### config.mk
export PLATFORM = sky130hd
export DESIGN_NAME = sequence_pattern_tx
export DESIGN_NICKNAME = d
export VERILOG_FILES = /design/src/rtl/seq_link_pkg.sv /design/src/rtl/seq_pattern_model.sv /design/src/rtl/sequence_pattern_tx.sv
export SDC_FILE = /design/constraint.sdc
export NUM_CORES = 1
export LEC_CHECK = 0
export ABC_AREA = 1
export CAP_MARGIN = 15
export CORE_UTILIZATION = 45
export DETAILED_ROUTE_END_ITERATION = 16
export PLACE_DENSITY = 0.7
export SYNTH_ARGS = -nofsm -noshare
export SYNTH_HDL_FRONTEND = slang
export SYNTH_SLANG_ARGS = --single-unit
### constraint.sdc
create_clock -name clock -period 3 [get_ports clock]
set_input_delay 0.3 -clock clock [delete_from_list [all_inputs] [get_ports clock]]
set_output_delay 0.3 -clock clock [all_outputs]
set_load 0.05 [all_outputs]
### src/rtl/seq_link_pkg.sv
// Shared definitions for the serial sequence-detection link: FSM encoding
// and default pattern / idle-fill settings.
package seq_link_pkg;

    typedef enum logic {
        ST_IDLE  = 1'b0,
        ST_SHIFT = 1'b1
    } state_t;

    localparam int                         DEF_PATTERN_LEN = 4;
    localparam logic [DEF_PATTERN_LEN-1:0] DEF_PATTERN     = 4'b1011;
    localparam logic                       DEF_IDLE_BIT    = 1'b0;

endpackage

### src/rtl/seq_pattern_model.sv
// Reference model of the Moore sequence detector: watches the serial line and
// predicts the detector output one cycle after the final pattern bit.
module seq_pattern_model
    import seq_link_pkg::*;
#(
    parameter int                     PATTERN_LEN = DEF_PATTERN_LEN,
    parameter logic [PATTERN_LEN-1:0] PATTERN     = DEF_PATTERN,
    parameter logic                   IDLE_BIT    = DEF_IDLE_BIT,
    parameter int                     COUNT_W     = 16
) (
    input  logic               clock,
    input  logic               reset,
    input  logic               serial_bit,
    output logic               expect_detect,
    output logic [COUNT_W-1:0] match_count
);

    localparam int               FILL_W    = $clog2(PATTERN_LEN + 1);
    localparam logic [FILL_W-1:0] FILL_MAX  = FILL_W'(PATTERN_LEN);
    localparam logic [FILL_W-1:0] FILL_NEED = FILL_W'(PATTERN_LEN - 1);
    localparam logic [FILL_W-1:0] FILL_ONE  = FILL_W'(1);
    localparam logic [COUNT_W-1:0] CNT_ONE  = COUNT_W'(1);

    // Only the most recent PATTERN_LEN-1 bits are kept; the live line bit
    // completes the comparison window.
    logic [PATTERN_LEN-2:0] hist;
    logic [FILL_W-1:0]      fill;
    logic [PATTERN_LEN-1:0] window;

    assign window = {hist, serial_bit};

    always_ff @(posedge clock) begin
        if (reset) begin
            hist          <= {(PATTERN_LEN-1){IDLE_BIT}};
            fill          <= '0;
            expect_detect <= 1'b0;
            match_count   <= '0;
        end else begin
            hist          <= window[PATTERN_LEN-2:0];
            expect_detect <= (window == PATTERN) && (fill >= FILL_NEED);
            if (fill != FILL_MAX) begin
                fill <= fill + FILL_ONE;
            end
            if (expect_detect && (match_count != '1)) begin
                match_count <= match_count + CNT_ONE;
            end
        end
    end

endmodule

### src/rtl/sequence_pattern_tx.sv
// Transmit side of the sequence-detection link: serializes parallel words
// MSB-first and carries a detector reference model for loopback checking.
module sequence_pattern_tx
    import seq_link_pkg::*;
#(
    parameter int                     WORD_W      = 8,
    parameter int                     PATTERN_LEN = DEF_PATTERN_LEN,
    parameter logic [PATTERN_LEN-1:0] PATTERN     = DEF_PATTERN,
    parameter logic                   IDLE_BIT    = DEF_IDLE_BIT,
    parameter int                     COUNT_W     = 16
) (
    input  logic               clock,
    input  logic               reset,
    input  logic [WORD_W-1:0]  data_in,
    input  logic               data_valid,
    output logic               data_ready,
    output logic               sequence_out,
    output logic               bit_valid,
    output logic               busy,
    output logic               expect_detect,
    output logic [COUNT_W-1:0] match_count
);

    localparam int              CNT_W   = $clog2(WORD_W);
    localparam logic [CNT_W-1:0] CNT_ONE  = CNT_W'(1);
    localparam logic [CNT_W-1:0] CNT_LAST = CNT_W'(WORD_W - 1);

    state_t            state;
    logic [WORD_W-1:0] shreg;
    logic [CNT_W-1:0]  bit_cnt;
    logic              accept;

    // Handshake: a word transfers on every rising edge where data_valid and
    // data_ready are both high (never on a reset edge). data_ready is also
    // high during the last bit of a word so words can stream with no gap.
    assign data_ready = (state == ST_IDLE) || ((state == ST_SHIFT) && (bit_cnt == '0));
    assign accept     = data_valid && data_ready;
    assign busy       = (state == ST_SHIFT);

    always_ff @(posedge clock) begin
        if (reset) begin
            state        <= ST_IDLE;
            sequence_out <= IDLE_BIT;
            bit_valid    <= 1'b0;
            shreg        <= '0;
            bit_cnt      <= '0;
        end else if (accept) begin
            state        <= ST_SHIFT;
            sequence_out <= data_in[WORD_W-1];
            bit_valid    <= 1'b1;
            shreg        <= data_in << 1;
            bit_cnt      <= CNT_LAST;
        end else if (state == ST_SHIFT) begin
            if (bit_cnt != '0) begin
                sequence_out <= shreg[WORD_W-1];
                shreg        <= shreg << 1;
                bit_cnt      <= bit_cnt - CNT_ONE;
            end else begin
                state        <= ST_IDLE;
                sequence_out <= IDLE_BIT;
                bit_valid    <= 1'b0;
            end
        end
    end

    seq_pattern_model #(
        .PATTERN_LEN (PATTERN_LEN),
        .PATTERN     (PATTERN),
        .IDLE_BIT    (IDLE_BIT),
        .COUNT_W     (COUNT_W)
    ) u_model (
        .clock         (clock),
        .reset         (reset),
        .serial_bit    (sequence_out),
        .expect_detect (expect_detect),
        .match_count   (match_count)
    );

endmodule

# ---- Word level (Yosys, flattened, before mapping)
# Index checks and enable logic that the tools add are counted.
# W data, S select, Z words.
dict set report op_classes {
  bitwise 1
  eq_ne 4
  n_reduce_logical 11
  muxes 15
  magnitude_cmp 1
  add_sub_neg 3
}
# cell count
set ops {}
lappend ops {{$mux W8} 3}
lappend ops {{$add A16 B1 Y16 const B} 1}
lappend ops {{$ne A16 B16 Y1 const B} 1}
lappend ops {{$mux W1} 9}
lappend ops {{$mux W3} 3}
lappend ops {{$eq A4 B4 Y1 const B} 1}
lappend ops {{$logic_and A1 B1 Y1} 4}
lappend ops {{$reduce_and A2 Y1} 2}
lappend ops {{$reduce_bool A2 Y1} 2}
lappend ops {{$add A3 B1 Y3 const B} 1}
lappend ops {{$ge A3 B2 Y1 const B} 1}
lappend ops {{$logic_not A3 Y1} 1}
lappend ops {{$ne A3 B3 Y1 const B} 1}
lappend ops {{$reduce_bool A3 Y1} 1}
lappend ops {{$sub A3 B1 Y3 const B} 1}
lappend ops {{$ne A2 B2 Y1 const B} 1}
lappend ops {{$logic_or A1 B1 Y1} 1}
lappend ops {{$not A1 Y1} 1}
dict set report word_totals {
  out_inout_bits 21
  input_bits 11
  register_bits 36
}

# ---- Logic depth before layout (Yosys ltp)
# Gate-level depths: netlist (run 1).
dict set report logic_depth {
  depth_word 6
  ltp_mapped 10
  depth_no_buf 10
}

# ---- Hierarchy
# From an unflattened synthesis (run 1), not the netlist that was laid out.
dict set report hier_totals {
  hier_cells 262
  area_unflattened_um2 1889.3
}
# module instances area_each_um2 cells_each seq_area_each_um2
set modules_own_cells {}
lappend modules_own_cells {seq_pattern_model 1 1186.1 176 460.4}
lappend modules_own_cells {sequence_pattern_tx 1 703.2 86 260.2}

# ---- Worst setup path before layout (run 1)
# No wires, ideal clock.
dict set report synth_path {
  path_kind {register to register}
  start {reg u_model.match_count[0]}
  end {reg u_model.match_count[3]}
  slack_ns 1.183
  setup_ns 0.117
  path_buffers 1
  arrival_ns 1.700
  stages_incl_launch_ff 10
  path_cell_list {dfxtp_1 -> ha_1 -> nand2_1 -> nor2_2 -> nand2_4 -> inv_6 -> nand2_4 -> buf_6 -> a21oi_1 -> nor2_1}
}
dict set report synth_via {
  elab_chain_cells 2
  elab_cells_between_ends 3
}
# item line_no
set synth_lines {}
lappend synth_lines {{start: declaration} seq_pattern_model.sv:15} ;# output logic [COUNT_W-1:0] match_count
lappend synth_lines {{start signal: assignment} seq_pattern_model.sv:45} ;# match_count <= match_count + CNT_ONE;
lappend synth_lines {{branches (longest 2 deep; another with $add A16 B1 Y16)} -}
# Several ways; the timed one is not identified.
# A chain may end at the register's enable or synchronous reset.

# ---- Worst setup path after layout (run 1)
dict set report layout_path {
  start {reg bit_cnt[0]}
  end {out data_ready}
}
dict set report layout_via {
  elab_chain_cells 3
}
# item line_no
set layout_lines {}
lappend layout_lines {{start: declaration} sequence_pattern_tx.sv:30} ;# logic [CNT_W-1:0] bit_cnt;
lappend layout_lines {{start signal: assignment} sequence_pattern_tx.sv:57} ;# bit_cnt <= bit_cnt - CNT_ONE;
lappend layout_lines {{$logic_not A3 Y1} sequence_pattern_tx.sv:36} ;# assign data_ready = (state == ST_IDLE) || ((state == ST_SHIFT) && (bit_cnt == '0));
lappend layout_lines {{$logic_and A1 B1 Y1} sequence_pattern_tx.sv:36}
lappend layout_lines {{$logic_or A1 B1 Y1} sequence_pattern_tx.sv:36}
lappend layout_lines {{end: declaration} sequence_pattern_tx.sv:16} ;# output logic data_ready,
# Every way passes these cells.

==> results of run 1 <==
[cell usage after synthesis]
cell type / number / area [um^2]
dfxtp_1: 36 / 720.7
a21oi_1: 16 / 80.08
a221oi_1: 2 / 17.52
nand3_4: 1 / 17.52
nand3_2: 1 / 10.01
o21ai_0: 7 / 35.03
nor2_1: 47 / 176.4
inv_6: 1 / 8.760
a31oi_1: 2 / 12.51
clkbuf_1: 2 / 7.510
inv_1: 35 / 131.4
nor3_1: 1 / 5.000
buf_6: 1 / 11.26
ha_1: 6 / 75.07
nor2_4: 4 / 45.04
nand2_4: 2 / 22.52
nand3_1: 25 / 125.1
a31o_1: 2 / 17.52
nand4_1: 8 / 50.05
a31o_2: 1 / 8.760
inv_2: 3 / 11.26
nand2_1: 61 / 229.0
nor2_2: 1 / 6.260
buf_2: 5 / 25.02
[worst max-delay path: cells and delay by family, from the launching register on]
kind | cells | cell delay (ps)
buffers and inverters | 3 | 1010
adders and majority gates | 2 | 410
DFF | 1 | 310
and+or+nand+nor | 1 | 230
[routing by layer]
layer	up-vias	track usage (%)
li1	925	-
met1	795	25.53
met2	38	35.46
met3	7	5.517
met4	0	10.11
met5	-	0
[layout make-up]
cell class	instances	share of cell area, %
timing repair buffer	32	13.76
clock buffer	7	4.171
inverter	39	6.555
clock inverter	1	1.300
multi-input combinational	187	40.41
tap	48	2.600
sequential	36	31.20
[how the worst max path moves through the flow]
stage	startpoint	end	slack, ps
detailed placement	bit_cnt[0]	data_ready	760
CTS	bit_cnt[0]	data_ready	440
global route	bit_cnt[0]	data_ready	300
floorplan	u_model.match_count[0]	u_model.match_count[3]	1180
finish	bit_cnt[0]	data_ready	440
global placement	bit_cnt[0]	data_ready	800
[sequential cells by signal, summed over array words and instances, names as in the netlist]
| name | cells |
|---|---|
| bit_valid | 1 |
| u_model.match_count | 16 |
| u_model.fill | 3 |
| busy | 1 |
| u_model.expect_detect | 1 |
| shreg | 7 |
| u_model.hist | 3 |
| bit_cnt | 3 |
| sequence_out | 1 |
[where the power goes]
part,internal (mW),leakage [nW],switching [mW]
Sequential,0.511,0.294,0.0228
Combinational,0.0631,0.640,0.0916
Clock,0.293,0.0645,0.178
Total,0.868,0.998,0.292
[logic make-up after synthesis]
family | synth area share, %
DFF | 38.97
AOI/OAI and AO/OA | 9.270
adders and majority gates | 4.059
and+or+nand+nor | 37.14
buffers and inverters | 10.55
==> flow_summary.toml, run 1 <==
[timing]
setup_violations = 0
hold_violations = 0
fin_skew_ps = 8.957
hold_ws_ps = 431.5
fin_tns_setup_ps = 0
slew_violations = 0
fin_crit_ps = 2559
max_freq_ghz = 0.3908
rsz0062_at_grt = "no"
slew-limit-headroom_pct = 55.19
fin_crit_sh_pct = 85.30
finalWorstSetupSlack_ps = 441.0
max_slew.worst_pin.slew_ps = 669.7

[critical_path]
path_cells = "inv_1 > ha_1 > ha_1 > nor2_4 > inv_1 > clkdlybuf4s50_1"
timing.rr.end = "shreg[3]"
cpMaxStageDelayCell = "clkdlybuf4s50_1"
cp_data_required_time_ps = 2700
slowest_delay_ps = 750
cp-end-kind = "output port"
rr_startpoint = "bit_cnt[0]"
critPathArrivalTime_ps = 2260
reg2reg_slack_ps = 1220
worstSetupPathType = "reg -> out"
crit_path_max_fanout = 11
reg2reg_depth = 8
cp-start-kind = "flop"

[detailed_routing]
wl_mm = 3.938
drt_iter0_markers = 111
met2WireLength_mm = 1.803
ant_nets = 0
vias_per_cell = 5.043
wl_met3_um = 191
met1Wirelength_mm = 1.871
first_pass_iters = 4
drc = 0
wire_per_inst_um = 11.25
via_count = 1765
top_layer_used = "met4"

[synthesis]
yosysUniqueCellTypes = 24
seq_area_frac_synth_pct = 38.97
synth_nets = 287
synth.avg_cell_area_um2 = 6.849
yosys_warnings = 0
netlist_area_um2 = 1849
netlist_instances = 270
ys_seq_elements = 36

[floorplan]
start_util_pct = 48.68
core_um2 = 3799
row_count = 22
io_pins = 32
die-area_um2 = 4370
die_y_um = 66.11
die-width_um = 66.11

[cts]
clock_latency_ps = 290
cts_hold_buf = 0
cts_buffers = 5
cts.sink_count = 36
cts_tree = "done"
cts_setup_buffers = 0
ctsResizeCount = 0
path_clk_slew_ps = 70
root_buffer = "clkbuf_8"
clock_path_buffers = 2
h-tree-depth = 2

[cells_and_area]
nets = 318
multi_input_area_um2 = 933.4
fin_util_pct = 60.80
syn_to_final_growth_pct = 24.90
n_fill_cell = 365
post_layout_nonfiller_instances = 350
n_antenna_cell = 0
seq_area_um2 = 720.7
finalInstanceArea_um2 = 2310
layout_common_cells = "61 x nand2_1, 47 x nor2_1, 36 x dfxtp_1"
layout-drive-gt1-share_pct = 7.616
final_common_cell = "nand2_1"

[hold_path]
hp-class = "reg -> reg"
whs_path_depth = 2
hold_end = "u_model.hist[2]"
min_from = "u_model.hist[1]"

[grt]
grt_max_degree = 23
track_usage_pct = 21.38
grt_pass1_vias = 1669
grt_pass1_wl_mm = 7.107
grt_antenna_before_repair = 0
grt_overflow = 0

[placed_design]
place_hpwl_mm = 2.871
place_ws_ps = 760.4
io_buffer_count = 31
place_area_um2 = 2183
gp_congestion = 0.8691
dp.cells = 342

[power]
powerDensity_nw_per_um2 = 502.1
ir_worst_vdd_uv = 351.6
leakagePower_nw = 0.9979
total_power_mw = 1.160

[run]
maxCapViolations = 0

[status]
outcome = "completed"
(Power assumes the default switching activity.)
==> inputs of run 2 (changes only) <==
--- a/config.mk
+++ b/config.mk
@@ -9,6 +9,7 @@
 export CAP_MARGIN = 15
 export CORE_UTILIZATION = 45
 export DETAILED_ROUTE_END_ITERATION = 16
+export GPL_ROUTABILITY_DRIVEN = 0
 export PLACE_DENSITY = 0.7
 export SYNTH_ARGS = -nofsm -noshare
 export SYNTH_HDL_FRONTEND = slang
==> results of run 2 <==
Same layout as run 1: the final DEF is identical, and so are final timing and power.
==> inputs of run 3 (changes only) <==
--- a/config.mk
+++ b/config.mk
@@ -7,10 +7,11 @@
 export LEC_CHECK = 0
 export ABC_AREA = 1
 export CAP_MARGIN = 15
-export CORE_UTILIZATION = 45
+export CORE_ASPECT_RATIO = 2
+export CORE_UTILIZATION = 56
 export DETAILED_ROUTE_END_ITERATION = 16
 export GPL_ROUTABILITY_DRIVEN = 0
-export PLACE_DENSITY = 0.7
+export PLACE_DENSITY = 0.84
 export SYNTH_ARGS = -nofsm -noshare
 export SYNTH_HDL_FRONTEND = slang
 export SYNTH_SLANG_ARGS = --single-unit
==> run 3 against run 2 <==
Compared with the run above: core utilization increased by 11 points; cell count down 4.9%; largest cell class unchanged; critical endpoint unchanged; via count is 2.2% higher; sequential power barely moved; highest routed layer unchanged; largest power group unchanged; non-clock buffer count is the same; sequential share of layout area increased by 0.55 points; setup slack got worse by 33 ps.
==> flow_summary.toml, run 3 (same netlist as run 1, synthesis figures left out) <==
[floorplan]
start_util_pct = 58.58
die-area_um2 = 3550
die-width_um = 42.64
die_y_um = 83.27
core_um2 = 3157
io_pins = 32
row_count = 29

[placed_design]
place_area_um2 = 2162
place_hpwl_mm = 3.047
dp.cells = 325
io_buffer_count = 31
place_ws_ps = 757.8

[timing]
rsz0062_at_grt = "no"
fin_crit_sh_pct = 86.42
max_freq_ghz = 0.3857
slew-limit-headroom_pct = 53.21
fin_skew_ps = 4.661
slew_violations = 0
hold_violations = 0
max_slew.worst_pin.slew_ps = 699.3
fin_crit_ps = 2592
fin_tns_setup_ps = 0
finalWorstSetupSlack_ps = 407.5
hold_ws_ps = 424.4
setup_violations = 0

[cts]
clock_latency_ps = 290
cts_hold_buf = 0
h-tree-depth = 2
root_buffer = "clkbuf_8"
cts_setup_buffers = 0
cts_tree = "done"
cts_buffers = 5
cts.sink_count = 36
clock_path_buffers = 2
path_clk_slew_ps = 70
ctsResizeCount = 0

[detailed_routing]
first_pass_iters = 4
via_count = 1803
wire_per_inst_um = 12.18
wl_mm = 4.055
drt_iter0_markers = 35
drc = 0
vias_per_cell = 5.414
ant_nets = 0

[power]
power_frac_clock_pct = 37.9
seqPwrFrac_pct = 48.1
leakagePower_nw = 0.9886
powerDensity_nw_per_um2 = 489.1
total_power_mw = 1.110
pwr-share-comb_pct = 14.0
intPower_mw = 0.8211
switching_share_pct = 26.03
switchingPower_mw = 0.2890
ir_worst_vdd_uv = 499.5

[critical_path]
reg2reg_slack_ps = 1160
cp-start-kind = "flop"
worstSetupPathType = "reg -> out"
cp_data_required_time_ps = 2700
path_cells = "inv_1 > ha_1 > ha_1 > nor2_4 > inv_1 > clkdlybuf4s50_1"
crit_path_max_fanout = 11
slowest_delay_ps = 750
cp-end-kind = "output port"
cpMaxStageDelayCell = "clkdlybuf4s50_1"
critPathArrivalTime_ps = 2290
reg2reg_depth = 8

[hold_path]
hp-class = "reg -> reg"
whs_path_depth = 2

[grt]
grt_pass1_wl_mm = 6.768
grt_antenna_before_repair = 0
grt_max_degree = 23
track_usage_pct = 25.00
grt_pass1_vias = 1661
grt_overflow = 0

[cells_and_area]
syn_to_final_growth_pct = 22.73
finalInstanceArea_um2 = 2270
post_layout_nonfiller_instances = 333
top_register = "u_model.match_count"
reg.largest.list = "u_model.match_count (16), shreg (7)"
final_common_cell = "nand2_1"
layout-drive-gt1-share_pct = 7.285
layout_common_cells = "61 x nand2_1, 47 x nor2_1, 36 x dfxtp_1"
largest_register_ffs = 16
fin_util_pct = 71.90
nets = 318
n_antenna_cell = 0

[status]
outcome = "completed"

[run]
maxCapViolations = 0
==> run 3: critical path, delay by kind of cell, from the launching register on <==
family                   cells  cell delay, ps
AND/OR/NAND/NOR              1             230
adder cells (fa/ha/maj)      2             420
buffers and inverters        3            1020
flip-flops                   1             310
==> run 3: area by class of cell <==
cell class	instances	area, um^2
clock buffer	6	72.57
clock inverter	2	35.03
fill	276	887.1
inverter	39	151.4
multi-input combinational	187	933.4
sequential	36	720.7
tap	31	38.79
timing repair buffer	32	317.8
==> run 3: final timing paths <==
| kind | start | to |
|---|---|---|
| setup / recovery | bit_cnt[0] | data_ready |
| hold / removal | u_model.hist[0] | u_model.hist[1] |
| setup reg to reg | bit_cnt[0] | shreg[3] |
| hold reg to reg | u_model.hist[0] | u_model.hist[1] |
==> run 3: power groups by stage <==
| stage | sequential [mW] | combinational, mW | clock, mW |
|---|---|---|---|
| after floorplan | 0.552 | 0.101 | 0 |
| after global placement | 0.544 | 0.149 | 0 |
| after detailed placement | 0.545 | 0.155 | 0 |
| after CTS | 0.534 | 0.157 | 0.430 |
| after global routing | 0.539 | 0.183 | 0.446 |
| final | 0.534 | 0.155 | 0.421 |
==> run 3: routing by layer <==
metal	part of all wire [%]	track usage [%]	up-vias	wire [um]
met4	3.8	16.48	0	156
li1	-	-	917	-
met2	57	46.83	38	2312
met1	36	21.76	837	1465
met5	0	0	-	0
met3	3.0	5.435	11	121
